### src/rtl/id_stage_queued.sv
// Queued MIPS decode stage: DEPTH-entry instruction FIFO from IF, decode with branch/jump
// resolution at issue, and a registered ID/EX output with valid/ready handshake.
module id_stage_queued #(
    parameter int WORD_LEN       = 32,
    parameter int DEPTH          = 4,
    parameter int ZERO_EXT_LOGIC = 1
) (
    input  logic                      clk,
    input  logic                      rst,
    input  logic                      in_valid,
    output logic                      in_ready,
    input  logic [31:0]               in_instr,
    input  logic [WORD_LEN-1:0]       in_pc,
    output logic [4:0]                rs_addr,
    output logic [4:0]                rt_addr,
    input  logic [WORD_LEN-1:0]       rs_value,
    input  logic [WORD_LEN-1:0]       rt_value,
    input  logic                      hazard_stall,
    input  logic                      flush,
    output logic                      out_valid,
    input  logic                      out_ready,
    output logic [5:0]                out_opcode,
    output logic [5:0]                out_funct,
    output logic [4:0]                out_shamt,
    output logic [4:0]                out_rs,
    output logic [4:0]                out_rt,
    output logic [4:0]                out_dest,
    output logic [WORD_LEN-1:0]       out_val1,
    output logic [WORD_LEN-1:0]       out_val2,
    output logic [WORD_LEN-1:0]       out_st_data,
    output logic                      out_is_imm,
    output logic                      out_mem_read,
    output logic                      out_mem_write,
    output logic                      out_wb_en,
    output logic                      out_illegal,
    output logic                      redirect,
    output logic [WORD_LEN-1:0]       redirect_pc,
    output logic [$clog2(DEPTH):0]    occupancy
);
    localparam int AW = $clog2(DEPTH);

    localparam logic [5:0] OP_RTYPE = 6'h00;
    localparam logic [5:0] OP_J     = 6'h02;
    localparam logic [5:0] OP_BEQ   = 6'h04;
    localparam logic [5:0] OP_BNE   = 6'h05;
    localparam logic [5:0] OP_ADDI  = 6'h08;
    localparam logic [5:0] OP_SLTI  = 6'h0A;
    localparam logic [5:0] OP_ANDI  = 6'h0C;
    localparam logic [5:0] OP_ORI   = 6'h0D;
    localparam logic [5:0] OP_XORI  = 6'h0E;
    localparam logic [5:0] OP_LW    = 6'h23;
    localparam logic [5:0] OP_SW    = 6'h2B;

    logic [31:0]         instr_mem_q [DEPTH];
    logic [WORD_LEN-1:0] pc_mem_q    [DEPTH];
    logic [AW-1:0]       rd_ptr_q, rd_ptr_d, wr_ptr_q, wr_ptr_d;
    logic [AW:0]         count_q, count_d;

    logic                head_valid;
    logic [31:0]         head_instr;
    logic [WORD_LEN-1:0] head_pc;
    logic                issue, push, taken;

    logic [5:0]          opcode;
    logic                is_imm, mem_read, mem_write, wb_en, illegal;
    logic                is_logic, is_beq, is_bne, is_j, no_dest;
    logic [4:0]          dest;
    logic [WORD_LEN-1:0] imm_sext, imm_ext, pc_plus4, br_target, j_target, target;

    logic                out_valid_q, out_is_imm_q, out_mem_read_q, out_mem_write_q;
    logic                out_wb_en_q, out_illegal_q, redirect_q;
    logic [5:0]          out_opcode_q, out_funct_q;
    logic [4:0]          out_shamt_q, out_rs_q, out_rt_q, out_dest_q;
    logic [WORD_LEN-1:0] out_val1_q, out_val2_q, out_st_data_q, redirect_pc_q;

    assign head_valid = (count_q != '0);
    // Empty queue presents an all-zero head so the register-file addresses read 0.
    assign head_instr = head_valid ? instr_mem_q[rd_ptr_q] : 32'h0;
    assign head_pc    = head_valid ? pc_mem_q[rd_ptr_q] : '0;
    assign rs_addr    = head_instr[25:21];
    assign rt_addr    = head_instr[20:16];
    assign in_ready   = (count_q < (AW+1)'(DEPTH));
    assign occupancy  = count_q;

    always_comb begin
        opcode    = head_instr[31:26];
        is_imm    = 1'b0;
        mem_read  = 1'b0;
        mem_write = 1'b0;
        wb_en     = 1'b0;
        illegal   = 1'b0;
        is_logic  = 1'b0;
        is_beq    = 1'b0;
        is_bne    = 1'b0;
        is_j      = 1'b0;
        no_dest   = 1'b0;
        case (opcode)
            OP_RTYPE: wb_en = 1'b1;
            OP_ADDI, OP_SLTI: begin
                is_imm = 1'b1;
                wb_en  = 1'b1;
            end
            OP_ANDI, OP_ORI, OP_XORI: begin
                is_imm   = 1'b1;
                wb_en    = 1'b1;
                is_logic = 1'b1;
            end
            OP_LW: begin
                is_imm   = 1'b1;
                mem_read = 1'b1;
                wb_en    = 1'b1;
            end
            OP_SW: begin
                is_imm    = 1'b1;
                mem_write = 1'b1;
                no_dest   = 1'b1;
            end
            OP_BEQ: begin
                is_beq  = 1'b1;
                no_dest = 1'b1;
            end
            OP_BNE: begin
                is_bne  = 1'b1;
                no_dest = 1'b1;
            end
            OP_J: begin
                is_j    = 1'b1;
                no_dest = 1'b1;
            end
            default: illegal = 1'b1;
        endcase
    end

    assign dest      = no_dest ? 5'd0 : (is_imm ? head_instr[20:16] : head_instr[15:11]);
    assign imm_sext  = {{(WORD_LEN-16){head_instr[15]}}, head_instr[15:0]};
    assign imm_ext   = (ZERO_EXT_LOGIC != 0 && is_logic) ? {{(WORD_LEN-16){1'b0}}, head_instr[15:0]}
                                                        : imm_sext;
    assign pc_plus4  = head_pc + WORD_LEN'(4);
    assign br_target = pc_plus4 + {imm_sext[WORD_LEN-3:0], 2'b00};
    assign j_target  = {pc_plus4[WORD_LEN-1:28], head_instr[25:0], 2'b00};
    assign target    = is_j ? j_target : br_target;

    assign issue = head_valid & ~hazard_stall & ~flush & (~out_valid_q | out_ready);
    assign taken = issue & (is_j | (is_beq & (rs_value == rt_value)) | (is_bne & (rs_value != rt_value)));
    assign push  = in_valid & in_ready & ~flush & ~taken;

    always_comb begin
        rd_ptr_d = rd_ptr_q;
        wr_ptr_d = wr_ptr_q;
        count_d  = count_q;
        if (flush || taken) begin
            rd_ptr_d = '0;
            wr_ptr_d = '0;
            count_d  = '0;
        end else begin
            if (issue) rd_ptr_d = rd_ptr_q + AW'(1);
            if (push)  wr_ptr_d = wr_ptr_q + AW'(1);
            count_d = count_q + (AW+1)'(push) - (AW+1)'(issue);
        end
    end

    always_ff @(posedge clk) begin
        if (push) begin
            instr_mem_q[wr_ptr_q] <= in_instr;
            pc_mem_q[wr_ptr_q]    <= in_pc;
        end
    end

    always_ff @(posedge clk or negedge rst) begin
        if (!rst) begin
            rd_ptr_q        <= '0;
            wr_ptr_q        <= '0;
            count_q         <= '0;
            out_valid_q     <= 1'b0;
            out_opcode_q    <= '0;
            out_funct_q     <= '0;
            out_shamt_q     <= '0;
            out_rs_q        <= '0;
            out_rt_q        <= '0;
            out_dest_q      <= '0;
            out_val1_q      <= '0;
            out_val2_q      <= '0;
            out_st_data_q   <= '0;
            out_is_imm_q    <= 1'b0;
            out_mem_read_q  <= 1'b0;
            out_mem_write_q <= 1'b0;
            out_wb_en_q     <= 1'b0;
            out_illegal_q   <= 1'b0;
            redirect_q      <= 1'b0;
            redirect_pc_q   <= '0;
        end else begin
            rd_ptr_q   <= rd_ptr_d;
            wr_ptr_q   <= wr_ptr_d;
            count_q    <= count_d;
            redirect_q <= taken;
            if (taken) redirect_pc_q <= target;
            if (flush) begin
                out_valid_q <= 1'b0;
            end else if (issue) begin
                out_valid_q     <= 1'b1;
                out_opcode_q    <= opcode;
                out_funct_q     <= head_instr[5:0];
                out_shamt_q     <= head_instr[10:6];
                out_rs_q        <= head_instr[25:21];
                out_rt_q        <= head_instr[20:16];
                out_dest_q      <= dest;
                out_val1_q      <= rs_value;
                out_val2_q      <= is_imm ? imm_ext : rt_value;
                out_st_data_q   <= rt_value;
                out_is_imm_q    <= is_imm;
                out_mem_read_q  <= mem_read;
                out_mem_write_q <= mem_write;
                out_wb_en_q     <= wb_en;
                out_illegal_q   <= illegal;
            end else if (out_ready) begin
                out_valid_q <= 1'b0;
            end
        end
    end

    assign out_valid     = out_valid_q;
    assign out_opcode    = out_opcode_q;
    assign out_funct     = out_funct_q;
    assign out_shamt     = out_shamt_q;
    assign out_rs        = out_rs_q;
    assign out_rt        = out_rt_q;
    assign out_dest      = out_dest_q;
    assign out_val1      = out_val1_q;
    assign out_val2      = out_val2_q;
    assign out_st_data   = out_st_data_q;
    assign out_is_imm    = out_is_imm_q;
    assign out_mem_read  = out_mem_read_q;
    assign out_mem_write = out_mem_write_q;
    assign out_wb_en     = out_wb_en_q;
    assign out_illegal   = out_illegal_q;
    assign redirect      = redirect_q;
    assign redirect_pc   = redirect_pc_q;
endmodule
### config.mk
export PLATFORM = sky130hd
export DESIGN_NAME = id_stage_queued
export DESIGN_NICKNAME = d
export VERILOG_FILES = /design/src/rtl/id_stage_queued.sv
export SDC_FILE = /design/constraint.sdc
export NUM_CORES = 1
export LEC_CHECK = 0
export ABC_AREA = 1
export BUFFER_PORTS_ARGS = -buffer_cell sky130_fd_sc_hd__buf_2
export CORE_UTILIZATION = 45
export CTS_BUF_LIST = sky130_fd_sc_hd__clkbuf_4 sky130_fd_sc_hd__clkbuf_8
export CTS_CLUSTER_SIZE = 12
export DETAILED_ROUTE_END_ITERATION = 12
export PLACE_DENSITY_LB_ADDON = 0.3
export SKIP_CTS_REPAIR_TIMING = 1
export SYNTH_ARGS = -nofsm -noshare
export SYNTH_HDL_FRONTEND = slang
export SYNTH_SLANG_ARGS = --single-unit
### constraint.sdc
create_clock -name clk -period 9.4 [get_ports clk]
set_input_delay 1.88 -clock clk [delete_from_list [all_inputs] [get_ports clk]]
set_output_delay 1.88 -clock clk [all_outputs]
set_load 0.01 [all_outputs]
==> run summary <==
Status: completed
Max-cap check violation count: 0
CTS tree: yes
Most common cell after layout, fill and taps aside: nand2_1
Avg WL per Cell: 19.43 um
CTS sink count: 430
Initial antenna violation count: 17
Die width: 216.3 um
Post-synth top area cell: edfxtp_1
Post-synth top area share: 0.3721
Post-Route WL: 62.62 mm
DR pass1 iterations: 9
Clock-pin slew on the worst setup and hold paths: 0.05 ns
First-pass GRT wire length: 95.23 mm
Mapped cell area: 20660 sq um
Num rows: 78
Gate Count Post-Synth: 2258
H-Tree Depth: 3
Clock skew: 0.02714 ns
Largest net degree at the start of global routing: 103
Initial drt markers: 1575
Startpoint types: flip-flop
Data required, critical path: 7.52 ns
Total CTS buffers: 75
Top cells by area, synth: edfxtp_1, dfrtp_1, nand2_1
CP Data Arrival Time: 3.55 ns
Avg Cell Area, Syn: 9.150 sq um
Power share of the clock group: 0.219
Sequential fraction of design power: 0.336
# setup viols final: 0
Vias per std cell: 5.213
Commonest cells after routing, fill and taps aside: nand2_1, buf_2, edfxtp_1, nor2_1, dfrtp_1
Switching share of power: 0.4329
Fin crit share: 0.5773
Die outline height: 216.3 um
Initial Util: 0.4562
Maximum clock rate: 184.3 MHz
Die area: 46770 sq um
Worst hold path class: reg -> reg
Power per Cell Area: 323.1 nW/um^2
Root buf cell: clkbuf_8
Syn nets: 2430
GRT Resource Usage Total: 0.2683
Worst IR Drop VDD: 0.1610 mV
Core area: 45280 sq um
GRT Residual Overflow: 0
Setup TNS: 0 ns
Combinational group share of total power: 0.445
CP endpoint kind: primary output
Seq/Total Area, Yosys: 0.5828
Worst slew pin tran: 1.134 ns
CTS max path bufs: 3
Leak Pwr: 11.35 nW
Setup ws final: 3.973 ns
Setup CP Type: reg -> out
Pre-CTS setup slack: 3.822 ns
Worst rel slew slack: 0.2409
Vias: 16800
Vias in the first global route: 16050
P_int: 4.407 mW
Fin. Hold Viols: 0
Ys Warns: 0
# port buffers: 314
Final net count: 2735
Post-route minimum period: 5.427 ns
Post-DP HPWL: 44.39 mm
Distinct cells, synth: 41
Detail Route Antenna Nets: 0
Worst-Skew Late Latency: 0.66 ns
Unrepaired setup endpoints after global routing: no
Syn-to-layout area delta: 16.43%
Critical path peak fanout: 48
Net Sw Power: 3.364 mW
Routability Congestion: 0.9435
Max-slew violations: 0
Residual DRC: 0
IO Pins: 315
Synth Register Bits: 430
Layout cells sized above 1: 0.1980
## routing by layer
metal | GRT usage | part of all wire
met1 | 0.3614 | 0.43
met2 | 0.4250 | 0.46
met3 | 0.06582 | 0.081
met4 | 0.08803 | 0.025
met5 | 0 | 0.0013
## final timing paths
check,from,end,slack (ns),depth (start not counted)
setup / recovery,rd_ptr_q[1],rt_addr[3],3.97,5
hold / removal,out_val2[8],out_val2[8],0.47,2
setup reg to reg,rd_ptr_q[1],pc_mem_q[1][19],4.09,12
hold reg to reg,out_val2[8],out_val2[8],0.47,2
max in group asynchronous,rst,redirect_pc[25],6.47,2
min in group asynchronous,rst,out_st_data[20],1.35,1
## through the flow
stage                     instance area [sq um]  instances  hold slack (ns)  power (mW)  utilization
final                                     24050       3223           0.4739       7.772       0.5312
after global routing                      24050       3222           0.4899       8.293       0.5311
after CTS                                 24040       3216           0.4757       7.779       0.5308
after detailed placement                  22560       3086           0.4598       6.061       0.4981
after global placement                    22560       3086           0.4574       6.012       0.4981
after floorplan                           20660       2258           0.5154       4.851            -
## flip-flops by register name (all words and copies together), names as in the netlist, 6 cells and up
name / cells
instr_mem_q: 128
out_funct: 6
out_opcode: 6
out_st_data: 32
out_val1: 32
out_val2: 32
pc_mem_q: 128
redirect_pc: 32
## Yosys cell counts, drive strengths merged
cell	count
o21bai	3
o211ai	2
xor2	26
nor2	202
o22ai	3
fa	2
nand3b	6
ha	36
a21oi	75
o21a	5
nand4	12
inv	118
buf	72
a32o	19
nor4	2
a221oi	6
and2	3
dfrtp	174
o21ai	117
a21o	2
nor3	9
edfxtp	256
nand3	103
xnor2	41
nand2	931
clkbuf	30
or2	3
## cells by family after synthesis
logic type / share of synthesized area
AND/OR/NAND/NOR: 0.2491
flip-flops: 0.5828
AO/OA/AOI/OAI: 0.06535
buffers and inverters: 0.05057
XOR/XNOR: 0.02840
adder cells (fa/ha/maj): 0.02374
## power by group through the flow
stage / combinational [mW] / clock (mW) / sequential, mW
after global placement: 3.39 / 0 / 2.62
after floorplan: 2.11 / 0 / 2.74
final: 3.46 / 1.70 / 2.61
after global routing: 3.83 / 1.82 / 2.64
after CTS: 3.44 / 1.74 / 2.60
after detailed placement: 3.42 / 0 / 2.64
## area by class of cell
type                            instances  area (sq um)
Inverter                              118         447.9
Timing Repair Buffer                  330          1698
Multi-Input combinational cell       1608          7616
Fill cell                            4151         21230
Tap cell                              600         750.7
Clock buffer                          102          1285
Sequential cell                       430         12050
Clock inverter                         28         193.9
Antenna cell                            7         17.52
## worst max-delay path, cell delays in order (launching register included)
cell	delay [ns]
dfrtp_1	0.32
buf_4	0.50
inv_2	0.51
a32o_1	0.40
nor2_1	0.85
buf_2	0.29
(Power assumes the default switching activity.)
